`config.mk`:
```
export PLATFORM = sky130hd
export DESIGN_NAME = xil_regbank_ctrl
export DESIGN_NICKNAME = d
export VERILOG_FILES = /design/src/rtl/xil_regbank_ctrl.sv
export SDC_FILE = /design/constraint.sdc
export NUM_CORES = 1
export LEC_CHECK = 0
export CAP_MARGIN = 0
export CORE_AREA = 2 2 417 419
export CTS_CLUSTER_DIAMETER = 100
export DETAILED_ROUTE_END_ITERATION = 10
export DIE_AREA = 0 0 419 421
export DONT_BUFFER_PORTS = 1
export PLACE_DENSITY = 0.41
export SLEW_MARGIN = 15
export SYNTH_ARGS = -nofsm -noshare
export SYNTH_HDL_FRONTEND = slang
export SYNTH_SLANG_ARGS = --single-unit
export TNS_END_PERCENT = 10
```
`constraint.sdc`:
```
create_clock -name bus_clk -period 4.38 [get_ports bus_clk]
set_input_delay 0.438 -clock bus_clk [delete_from_list [all_inputs] [get_ports bus_clk]]
set_output_delay 0.438 -clock bus_clk [all_outputs]
set_load 0.01 [all_outputs]
```
`src/rtl/xil_regbank_ctrl.sv`:
```
// -----------------------------------------------------------------------------
// xil_regbank_ctrl
//
// Bridges the Xillybus seekable 16-bit control/status streams to the user
// register space.
//   * Host write stream: auto-incrementing write pointer that commits words
//     into a NUM_REGS-deep control register bank (ctrl_out).
//   * Host read stream: CLOSED/ACTIVE/DONE sequencer that returns the status
//     bank (status_in) word by word, with empty/eof flow control.
//
// Ports
//   bus_clk, trn_reset_n         clock (rising edge) / async active-low reset
//   wr_open, wr_addr_update,
//   wr_addr, wr_wren, wr_data    host write stream in
//   wr_full                      write full flag (tied 0)
//   rd_open, rd_addr_update,
//   rd_addr, rd_rden             host read stream in
//   rd_data, rd_empty, rd_eof    host read stream out (registered)
//   status_in                    flat status bank, reg i at [i*DATA_W +: DATA_W]
//   ctrl_out                     flat control bank, same packing
//   ctrl_wr_stb, ctrl_wr_idx     one-cycle pulse + index per committed write
//   wr_ovf                       sticky: write attempted past NUM_REGS-1
//
// Build option
//   XIL_REGBANK_SNAPSHOT_EN : when defined, the whole status bank is captured
//   into a shadow bank on rd_open rising and on every rd_addr_update, and
//   reads return the shadow for a coherent multi-word view. When undefined,
//   reads sample live status_in.
// -----------------------------------------------------------------------------
module xil_regbank_ctrl #(
    parameter int                ADDR_W         = 5,
    parameter int                DATA_W         = 16,
    parameter int                NUM_REGS       = 32,
    parameter logic [DATA_W-1:0] CTRL_RESET_VAL = '0
) (
    input  logic                         bus_clk,
    input  logic                         trn_reset_n,
    // host write stream
    input  logic                         wr_open,
    input  logic                         wr_addr_update,
    input  logic [ADDR_W-1:0]            wr_addr,
    input  logic                         wr_wren,
    input  logic [DATA_W-1:0]            wr_data,
    output logic                         wr_full,
    // host read stream
    input  logic                         rd_open,
    input  logic                         rd_addr_update,
    input  logic [ADDR_W-1:0]            rd_addr,
    input  logic                         rd_rden,
    output logic [DATA_W-1:0]            rd_data,
    output logic                         rd_empty,
    output logic                         rd_eof,
    // user register space
    input  logic [NUM_REGS*DATA_W-1:0]   status_in,
    output logic [NUM_REGS*DATA_W-1:0]   ctrl_out,
    output logic                         ctrl_wr_stb,
    output logic [ADDR_W-1:0]            ctrl_wr_idx,
    output logic                         wr_ovf
);

    // Pointers carry one extra bit so they can sit at NUM_REGS (past the end).
    localparam int               PTR_W      = ADDR_W + 1;
    localparam logic [PTR_W-1:0] NUM_REGS_P = PTR_W'(NUM_REGS);
    localparam int               BANK_W     = NUM_REGS * DATA_W;

    typedef enum logic [1:0] {
        RD_CLOSED = 2'd0,
        RD_ACTIVE = 2'd1,
        RD_DONE   = 2'd2
    } rd_state_e;

    // ------------------------------------------------------------------
    // Write side
    // ------------------------------------------------------------------
    logic                wr_open_q;
    logic                wr_open_rise;
    logic [PTR_W-1:0]    wr_ptr_q, wr_ptr_d;
    logic [PTR_W-1:0]    wr_eff;
    logic                wr_ovf_q, wr_ovf_d;
    logic [BANK_W-1:0]   ctrl_q, ctrl_d;
    logic                ctrl_wr_stb_q, ctrl_wr_stb_d;
    logic [ADDR_W-1:0]   ctrl_wr_idx_q, ctrl_wr_idx_d;

    always_comb begin
        wr_open_rise = wr_open & ~wr_open_q;

        // Effective pointer for this cycle: reopen clears it, then a seek
        // overrides it, so a same-cycle wren lands at the seek address.
        wr_eff = wr_ptr_q;
        if (wr_open_rise) begin
            wr_eff = '0;
        end
        if (wr_addr_update) begin
            wr_eff = {1'b0, wr_addr};
        end

        wr_ptr_d      = wr_eff;
        wr_ovf_d      = wr_ovf_q & ~wr_open_rise;
        ctrl_d        = ctrl_q;
        ctrl_wr_stb_d = 1'b0;
        ctrl_wr_idx_d = ctrl_wr_idx_q;

        if (wr_wren && wr_open) begin
            if (wr_eff < NUM_REGS_P) begin
                ctrl_d[wr_eff[ADDR_W-1:0]*DATA_W +: DATA_W] = wr_data;
                ctrl_wr_stb_d = 1'b1;
                ctrl_wr_idx_d = wr_eff[ADDR_W-1:0];
                wr_ptr_d      = wr_eff + PTR_W'(1);
            end else begin
                // Past the end: drop the word, hold the pointer (no wrap).
                wr_ovf_d = 1'b1;
            end
        end
    end

    always_ff @(posedge bus_clk or negedge trn_reset_n) begin
        if (!trn_reset_n) begin
            wr_open_q     <= 1'b0;
            wr_ptr_q      <= '0;
            wr_ovf_q      <= 1'b0;
            ctrl_q        <= {NUM_REGS{CTRL_RESET_VAL}};
            ctrl_wr_stb_q <= 1'b0;
            ctrl_wr_idx_q <= '0;
        end else begin
            wr_open_q     <= wr_open;
            wr_ptr_q      <= wr_ptr_d;
            wr_ovf_q      <= wr_ovf_d;
            ctrl_q        <= ctrl_d;
            ctrl_wr_stb_q <= ctrl_wr_stb_d;
            ctrl_wr_idx_q <= ctrl_wr_idx_d;
        end
    end

    assign wr_full     = 1'b0;
    assign ctrl_out    = ctrl_q;
    assign ctrl_wr_stb = ctrl_wr_stb_q;
    assign ctrl_wr_idx = ctrl_wr_idx_q;
    assign wr_ovf      = wr_ovf_q;

    // ------------------------------------------------------------------
    // Read side
    // ------------------------------------------------------------------
    logic                rd_open_q;
    logic                rd_open_rise;
    rd_state_e           rd_state_q, rd_state_d;
    logic [PTR_W-1:0]    rd_ptr_q, rd_ptr_d;
    logic [DATA_W-1:0]   rd_data_q, rd_data_d;
    logic                rd_empty_q, rd_empty_d;
    logic                rd_eof_q, rd_eof_d;
    logic [BANK_W-1:0]   rd_src;

    assign rd_open_rise = rd_open & ~rd_open_q;

`ifdef XIL_REGBANK_SNAPSHOT_EN
    logic                snap_capture;
    logic [BANK_W-1:0]   shadow_q;

    assign snap_capture = rd_open_rise | rd_addr_update;

    // On a capture cycle the shadow is being loaded from status_in, so a
    // same-cycle read must see status_in to stay consistent with the snapshot.
    assign rd_src = snap_capture ? status_in : shadow_q;

    always_ff @(posedge bus_clk) begin
        if (snap_capture) begin
            shadow_q <= status_in;
        end
    end
`else
    assign rd_src = status_in;
`endif

    always_comb begin
        rd_state_d = rd_state_q;
        rd_ptr_d   = rd_ptr_q;
        rd_data_d  = rd_data_q;

        if (!rd_open) begin
            rd_state_d = RD_CLOSED;
        end else begin
            case (rd_state_q)
                RD_CLOSED: begin
                    if (rd_open_rise) begin
                        rd_ptr_d   = '0;
                        rd_state_d = RD_ACTIVE;
                    end
                end
                default: begin
                    // Seek first, so a same-cycle rden reads the new address.
                    if (rd_addr_update) begin
                        rd_ptr_d   = {1'b0, rd_addr};
                        rd_state_d = (rd_ptr_d < NUM_REGS_P) ? RD_ACTIVE : RD_DONE;
                    end
                    if (rd_rden && (rd_state_d == RD_ACTIVE)) begin
                        rd_data_d = rd_src[rd_ptr_d[ADDR_W-1:0]*DATA_W +: DATA_W];
                        rd_ptr_d  = rd_ptr_d + PTR_W'(1);
                        if (rd_ptr_d == NUM_REGS_P) begin
                            rd_state_d = RD_DONE;
                        end
                    end
                end
            endcase
        end

        // Flags follow the next state so they line up with the data edge.
        rd_empty_d = (rd_state_d != RD_ACTIVE);
        rd_eof_d   = (rd_state_d == RD_DONE);
    end

    always_ff @(posedge bus_clk or negedge trn_reset_n) begin
        if (!trn_reset_n) begin
            rd_open_q  <= 1'b0;
            rd_state_q <= RD_CLOSED;
            rd_ptr_q   <= '0;
            rd_data_q  <= '0;
            rd_empty_q <= 1'b1;
            rd_eof_q   <= 1'b0;
        end else begin
            rd_open_q  <= rd_open;
            rd_state_q <= rd_state_d;
            rd_ptr_q   <= rd_ptr_d;
            rd_data_q  <= rd_data_d;
            rd_empty_q <= rd_empty_d;
            rd_eof_q   <= rd_eof_d;
        end
    end

    assign rd_data  = rd_data_q;
    assign rd_empty = rd_empty_q;
    assign rd_eof   = rd_eof_q;

endmodule

```
# After elaboration in Yosys (flattened, before gate mapping)
# Index checks and enable logic that the tools add are counted.
# word_totals
ff_bits	553
latchBits	0
mem_bits_rw	0
romBits	0
inputBits	546
out_inout_bits	538
word_cells	60
n_memories	0
# op_classes
add_sub_neg	3
multipliers	0
n_div	0
magnitude_cmp	1
eq_ne	5
n_shift	3
muxes	23
bitwise_logic	7
n_reduce_logical	6
# op_table
op	n
$bwmux W512	1
$shift A16 B34 Y512 const A	1
$shiftx A16 B34 Y512	1
$shiftx A512 B10 Y16	1
$mux W6	10
$neg A9 Y34	1
$mux W2	8
$add A6 B1 Y6 const B	2
$eq A6 B6 Y1 const B	1
$lt A6 B6 Y1 const B	1
$mux W1	4
$not A1 Y1	4
$reduce_and A2 Y1	2
$and A1 B1 Y1	3
$reduce_and A3 Y1	1
$eq A2 B1 Y1 const B	1
$eq A2 B2 Y1 const B	1
$logic_and A1 B1 Y1	2
$logic_not A2 Y1	1
$ne A2 B1 Y1 const B	1
$ne A2 B2 Y1 const B	1

# Longest topological paths before layout
# Gate-level depths: netlist of run 1.
# logic_depth
word_depth	10
ltp_mapped	14
ltp_nobuf	11

# Worst setup path before layout of run 1
# No wires, ideal clock.
# synth_timing
kind	input port to flip-flop
from	in wr_addr_update
to	reg ctrl_q[342], in the netlist ctrl_out[342]
arrival_time_ps	3133
setup_slack_ps	1122
cell_stages	13
n_path_buf	5
cell_sequence	buf_4 -> nor2b_1 -> a22o_2 -> inv_2 -> ha_1 -> clkbuf_1 -> and2_1 -> clkbuf_1 -> o211ai_2 -> buf_2 -> nor2_2 -> buf_4 -> mux2_2
# synth_between
elab_chain_cells	4
# synth_rtl
element	line_no	source
from (decl)	40	input logic wr_addr_update,
$mux W6 (*)	93	if (wr_addr_update) begin
net wr_eff[1]	78	logic [PTR_W-1:0] wr_eff;
$neg A9 Y34	105	ctrl_d[wr_eff[ADDR_W-1:0]*DATA_W +: DATA_W] = wr_data;
$shiftx A16 B34 Y512 / $shift A16 B34 Y512 (equally long branches)	105	
$bwmux W512	105	
to (signal assigned)	121	ctrl_q <= {NUM_REGS{CTRL_RESET_VAL}};
to (signal assigned)	128	ctrl_q <= ctrl_d;
to (decl)	80	logic [BANK_W-1:0] ctrl_q, ctrl_d;
# Mark *: on every way through the listed nets, which the timed path passes. The rest lies on a longest branch.
# A chain may end at the register's enable or synchronous reset.

# Final worst setup path of run 1
# layout_timing
from	reg wr_open_q
to	reg ctrl_q[63], in the netlist ctrl_out[63]
# layout_between
elab_chain_cells	7
# layout_rtl
element	line_no	source
from (decl)	75	logic wr_open_q;
from (signal assigned)	125	wr_open_q <= wr_open;
$not A1 Y1 (*)	85	wr_open_rise = wr_open & ~wr_open_q;
$and A1 B1 Y1 (*)	85	
$mux W6 (*)	90	if (wr_open_rise) begin
$mux W6 (*)	93	
$neg A9 Y34	105	
$shiftx A16 B34 Y512 / $shift A16 B34 Y512 (equally long branches)	105	
$bwmux W512	105	
# Every way passes the cells marked *; elsewhere a longest branch is shown, timed or not.

==> results of run 1 <==
[critical path, cell delays in order, from the launching register on]
cell and delay [ns]:
dfrtp_1 0.39, nand2b_1 0.35, a22o_2 0.39, nor2_1 0.51, nand2_1 0.17, inv_1 0.10, ha_1 0.16, buf_4 0.17
nand2_1 0.08, a21oi_1 0.60, nand2_2 0.54, mux2_2 0.43
[routing by layer]
metal | GRT usage, % | wire, um
met1 | 18.5 | 58000
met2 | 35.9 | 94300
met3 | 7.04 | 16400
met4 | 9.88 | 8730
met5 | 0 | 37
[synth_stat cells, drive strengths merged (3+ instances only)]
master / number
a211o: 3
ha: 4
a21o: 6
o221ai: 8
mux2i: 28
buf: 68
a21oi: 391
nor3: 66
nand2b: 20
nand2: 113
a2111oi: 3
clkbuf: 210
inv: 16
o221a: 8
dfrtp: 552
mux2: 535
o21ai: 164
o32ai: 18
o21bai: 11
and3: 35
a221o: 24
o22ai: 98
xnor2: 9
nand3: 7
nor2: 206
o41ai: 33
a211oi: 225
a22o: 4
and2: 18
a22oi: 3
nand4: 5
nor2b: 9
[layout make-up]
cell class	instances	area (sq um)	share of cell area [%]
well taps	2325	2910	8.08
inverters	16	60.1	0.167
flip-flops and latches	553	13800	38.5
multi-input cells	2080	15400	42.9
clock inverters	30	435	1.21
diodes	34	85.1	0.236
clock buffers	101	2030	5.65
repair buffers	136	1190	3.32
[where the power goes]
part           switching (mW)  leakage (nW)  internal [mW]
Combinational            1.85          6.70          0.970
Clock                    2.66          1.18           3.51
Sequential              0.606          7.63           5.48
Total                    5.11          15.5           9.96
[how the worst max path moves through the flow]
stage,start,end,slack [ns],depth (start not counted)
final,wr_open_q,ctrl_out[63],0.30,11
after global routing,wr_open_q,ctrl_out[63],0.07,11
after CTS,wr_open_q,ctrl_out[63],0.31,11
after detailed placement,wr_open_q,ctrl_out[57],0.37,11
after global placement,wr_open,ctrl_out[464],0.21,9
after floorplan,wr_addr_update,ctrl_out[342],1.12,13
[kinds of logic after synthesis]
group / synth area share (%)
XOR/XNOR: 0.313
flip-flops: 45.6
adder cells (fa/ha/maj): 0.165
buffers and inverters: 4.05
other: 0.0124
multiplexers: 20.9
AO/OA/AOI/OAI: 21.1
AND/OR/NAND/NOR: 7.84
[per-stage QoR]
stage / cells / total power [mW] / setup slack, ns / hold WS [ns] / utilization [%]
5_1_grt: 5271 / 15.7 / 0.0663 / -0.589 / 20.9
3_5_place_dp: 5086 / 8.97 / 0.375 / 0.154 / 19.2
2_1_floorplan: 2927 / 7.70 / 1.12 / 0.142 / -
4_1_cts: 5241 / 15.3 / 0.310 / -0.607 / 20.8
3_3_place_gp: 5086 / 8.94 / 0.208 / 0.158 / 19.2
6_report: 5275 / 15.1 / 0.302 / -0.542 / 20.9
[registers in the layout, indices dropped and copies added (netlist names)]
| signal | cells |
|---|---|
| ctrl_out | 512 |
| ctrl_wr_idx | 5 |
| ctrl_wr_stb | 1 |
| rd_data | 16 |
| rd_empty | 1 |
| rd_eof | 1 |
| rd_open_q | 1 |
| rd_ptr_q | 6 |
| rd_state_q | 2 |
| wr_open_q | 1 |
| wr_ovf | 1 |
| wr_ptr_q | 6 |
==> key figures, run 1 <==
Status
  • Outcome: finished with violations
  • Failing checks: hold timing, slew limit

Clock tree
  • Post CTS Setup Buffer Count: 0
  • Worst-Skew Late Latency: between 0.6 and 0.7 ns
  • Root Driver: clkbuf_16
  • CTS tree: done
  • Htree depth: 3
  • CTS hold repair buffers: 24
  • CTS clock-pin slew for the worst setup and hold paths: roughly 0.060 ns
  • CTS buffer count: 73
  • Clock tree buffer depth: 3
  • CTS resizes: 0
  • Clk sinks: roughly 550

Critical path
  • Maximum fanout along the worst path: 16
  • Crit path kind: register to register
  • Critical Path RT: 4.91 ns
  • Crit path DAT: 4.61 ns
  • Reg2reg start: wr_open_q
  • RR Endpoint: ctrl_out[63]
  • CP Capture Type: register
  • Worst R2R Setup Slack: 0.30 ns
  • R2R depth: 11
  • Crit path launch type: register

Final layout
  • Fin nets: about 3400
  • Fillers: between 15000 and 20000
  • Most common cell after layout, fill and taps aside: dfrtp_1
  • Syn-to-layout area delta: 18.6%
  • Most frequent cells in the layout: 550 x dfrtp_1, 451 x mux2_2, 391 x a21oi_1, 224 x a211oi_1, 191 x nor2_1
  • Share of cells above drive strength 1: around a quarter
  • Post-route cell area: roughly 0.036 sq mm

Place
  • IO buf count: 0
  • Dpl cell area: 0.0332 sq mm
  • Routability congestion estimate: ~0.85
  • Detail Placement HPWL: around 130 mm

Power and ir drop
  • Leak pwr: between 15 and 20 nW
  • PwrDens: ~420 mW/mm^2
  • Max IR drop VDD: 258 uV

Timing
  • Final setup viols: 0
  • Crit path time final: 4.08 ns
  • Fin crit share: between 90 and 100%
  • Hold Violations, Final: roughly 550
  • Clock Skew: 0.0474 ns
  • Pin slew with the least headroom to its limit: about 1.6 ns
  • FMAX: 0.245 GHz
  • Final setup TNS: 0 ns
  • Slew headroom: -8.05%
  • Final worst hold slack: -0.542 ns
  • RSZ-0062 raised after global routing: no
  • Final Max Slew Viols: approximately 100

Drt
  • TritonRoute pass-1 iters: 5
  • Final WL: approximately 180 mm
  • Vias/cell: ~4.8
  • Initial drt markers: about 1700
  • Routed Antenna Nets: 0
  • Vias: between 20000 and 30000
  • # DRC: 0
  • Drt wl/cell: 33.7 um

Logic synthesis
  • Flops & latches, synth: roughly 550
  • Synthesized area: slightly above 0.03 sq mm
  • Yosys warnings: 0
  • Async set or reset register ratio after synthesis: 100%
  • Top FF cell, synth: dfrtp_1
  • Mapped Nets: 3477
  • Sequential share of the synthesized area: between 40% and 50%
  • Count of cell types in the netlist: 78
  • Number of flops mapped to enable cells by yosys: 0
  • Mapped Cells: 2927
  • Avg Inst Size Synth: 10.4 sq um
  • Synth area leaders: dfrtp_1 46%, mux2_2 17%, a21oi_1 6.4%, a211oi_1 5.5%, mux2_1 2.7%
  • Leading area contributor after synthesis: dfrtp_1
  • Synth top area share: approximately 46%

Die
  • Initial Utilization: between 10% and 20%
  • Die width: about 420 um
  • Die Ht: ~420 um
  • Full die area: between 0.15 and 0.2 sq mm
  • Core footprint: 0.172 sq mm
  • I/O pins: ~1100
  • FP Rows: 153

Flow run
  • Max Cap Viol: 0

Global routing
  • First-pass GRT wire length: 235 mm
  • Vias in the first global route: ~26000
  • Antenna violations before repair: 27
  • Remaining Overflow, GRT: 0
  • Total track usage: about a fifth
  • Largest net degree at the start of global routing: ~550

Worst hold path
  • Hold Crit Class: input port to asynchronous set/reset pin
No activity file was read; power rests on OpenSTA's default activity.
==> run 2: changes to the inputs <==
Settings changed: CORE_AREA 2 2 417 419 to 2 2 423 425, DIE_AREA 0 0 419 421 to 0 0 425 427.
==> key figures, run 2 (synthesis gave the netlist of run 1 again) <==
Critical path
  • Crit path kind: register to register
  • Crit path DAT: between 4 and 5 ns
  • Maximum fanout along the worst path: 16
  • CP Capture Type: register
  • Critical Path RT: 4.94 ns
  • Crit path launch type: register

Power and ir drop
  • Leak pwr: around 15 nW
  • Share of total power in the clock network: between 40% and 50%
  • Power Internal: roughly 10 mW
  • Sw power: just over 5 mW
  • PwrDens: 422 mW/mm^2
  • Comb power frac: ~19%
  • Max IR drop VDD: about 260 uV
  • Reg power frac: roughly two fifths
  • Switching share of power: 34.0%

Place
  • IO buf count: 0
  • Routability congestion estimate: 0.848
  • Dpl cell area: about 0.033 sq mm
  • Detail Placement HPWL: roughly 130 mm
  • Pre-CTS setup slack: -0.0741 ns

Global routing
  • First-pass GRT wire length: 235 mm
  • Vias in the first global route: roughly 25000
  • Largest net degree at the start of global routing: around 550
  • Antenna violations before repair: 28
  • Total track usage: 18.8%
  • Remaining Overflow, GRT: 0

Final layout
  • Most frequent cells in the layout: 550 x dfrtp_1, 451 x mux2_2, 390 x a21oi_1, 220 x a211oi_1, 191 x nor2_1
  • Area of the multi-input gates: 0.0154 sq mm
  • Most common cell after layout, fill and taps aside: dfrtp_1
  • Max reg flops: 512
  • Fin nets: 3395
  • Share of cells above drive strength 1: 26.3%
  • Fillers: a little under 20000
  • Utilization after layout: between 20% and 30%
  • Syn-to-layout area delta: 18.6%
  • Post-route cell area: 0.0360 sq mm
  • Register Area: 0.0138 sq mm

Timing
  • Post-route setup slack: 0.365 ns
  • Hold Violations, Final: 0
  • Clock Skew: ~0.033 ns
  • Final worst hold slack: 0.0518 ns
  • FMAX: ~0.25 GHz
  • RSZ-0062 raised after global routing: no
  • Final Max Slew Viols: 0
  • Slew headroom: between 10% and 20%
  • Final setup viols: 0
  • Crit path time final: roughly 4 ns
  • Final setup TNS: 0 ns
  • Pin slew with the least headroom to its limit: around 1.2 ns
  • Fin crit share: 91.7%

Clock tree
  • Worst-Skew Late Latency: 0.69 ns
  • Htree depth: 3
  • CTS tree: done
  • Root Driver: clkbuf_16
  • CTS clock-pin slew for the worst setup and hold paths: approximately 0.06 ns
  • Clock tree buffer depth: 3
  • Clk sinks: about 550
  • CTS buffer count: 73

Drt
  • Vias/cell: around 4.8
  • Drt wl/cell: between 30 and 40 um
  • Initial drt markers: about 1700
  • # DRC: 0
  • Routed Antenna Nets: 0
  • TritonRoute pass-1 iters: 5
  • Vias: between 20000 and 30000
  • Final WL: between 150 and 200 mm

Die
  • I/O pins: about 1100
  • Full die area: 0.181 sq mm
  • Die width: about 430 um
  • Die Ht: ~430 um
  • Core footprint: approximately 0.18 sq mm
  • Initial Utilization: roughly 17%
  • FP Rows: 155

Worst hold path
  • Hold Crit Class: input port to register

Flow run
  • Max Cap Viol: 0

Status
  • Outcome: complete, no violations
-- run 2: cell count changes in the layout (fill, tap and decap cells not counted), sizes merged --
| cell | previous run | this run |
|---|---|---|
| buf | 112 | 96 |
| clkbuf | 101 | 108 |
| clkinv | 17 | 10 |
| diode | 34 | 30 |
| inv | 22 | 24 |
| dlygate4sd3 | 24 | 25 |
-- run 2: repair_timing --
action	4_1_cts	5_1_grt
buffers inserted	0	0
setup endpoints to repair	48	0
resized for setup	2	0
endpoints found under the hold margin	614	406
hold buffers	24	2
-- run 2: layer usage --
| metal | global-route usage [%] | part of all wire [%] | vias to the layer above |
|---|---|---|---|
| met3 | 6.63 | 9.0 | 231 |
| met4 | 9.24 | 4.7 | 0 |
| met5 | 0 | 0 | - |
| li1 | - | - | 10800 |
| met1 | 18.4 | 33 | 12900 |
| met2 | 34.9 | 53 | 1250 |
-- run 2: per-stage QoR --
| step | std cells | power [mW] |
|---|---|---|
| floorplan | 2927 | 7.70 |
| global placement | 5096 | 8.90 |
| detailed placement | 5096 | 8.93 |
| CTS | 5253 | 15.4 |
| global route | 5283 | 15.9 |
| finish | 5288 | 15.2 |
-- run 2: layout make-up --
type,instances,area share [%]
Timing Repair Buffer,121,3.20
Clock buffer,108,5.86
Antenna cell,30,0.209
Inverter,16,0.167
Clock inverter,25,1.01
Sequential cell,553,38.5
Multi-Input combinational cell,2080,42.9
Tap cell,2355,8.19
-- run 2: power by group through the flow --
| stage | Combinational (mW) | Clock (mW) | Sequential, mW |
|---|---|---|---|
| global route | 3.17 | 6.63 | 6.09 |
| detailed placement | 2.80 | 0 | 6.13 |
| finish | 2.93 | 6.20 | 6.04 |
| CTS | 2.87 | 6.46 | 6.05 |
| floorplan | 1.79 | 0 | 5.91 |
| global placement | 2.76 | 0 | 6.14 |
-- run 2: critical path, cell delays in order (launching register included) --
cell      delay [ns]
dfrtp_1         0.39
nand2b_1        0.34
a22o_2          0.39
nor2_1          0.51
nand2_1         0.17
inv_1           0.10
ha_1            0.24
buf_4           0.18
nor2_1          0.22
a21boi_2        0.49
nand2_2         0.43
mux2_2          0.42
-- run 2: path summary, 6_finish.rpt --
kind	start	depth (start not counted)	slack (ns)	to
max	wr_open_q	11	0.36	ctrl_out[332]
min	wr_data[11]	2	0.05	ctrl_out[475]
max in group asynchronous	trn_reset_n	4	1.86	ctrl_out[81]
min in group asynchronous	trn_reset_n	2	0.38	ctrl_out[64]
max reg2reg	wr_open_q	11	0.36	ctrl_out[332]
min reg2reg	wr_open_q	2	0.55	wr_ovf
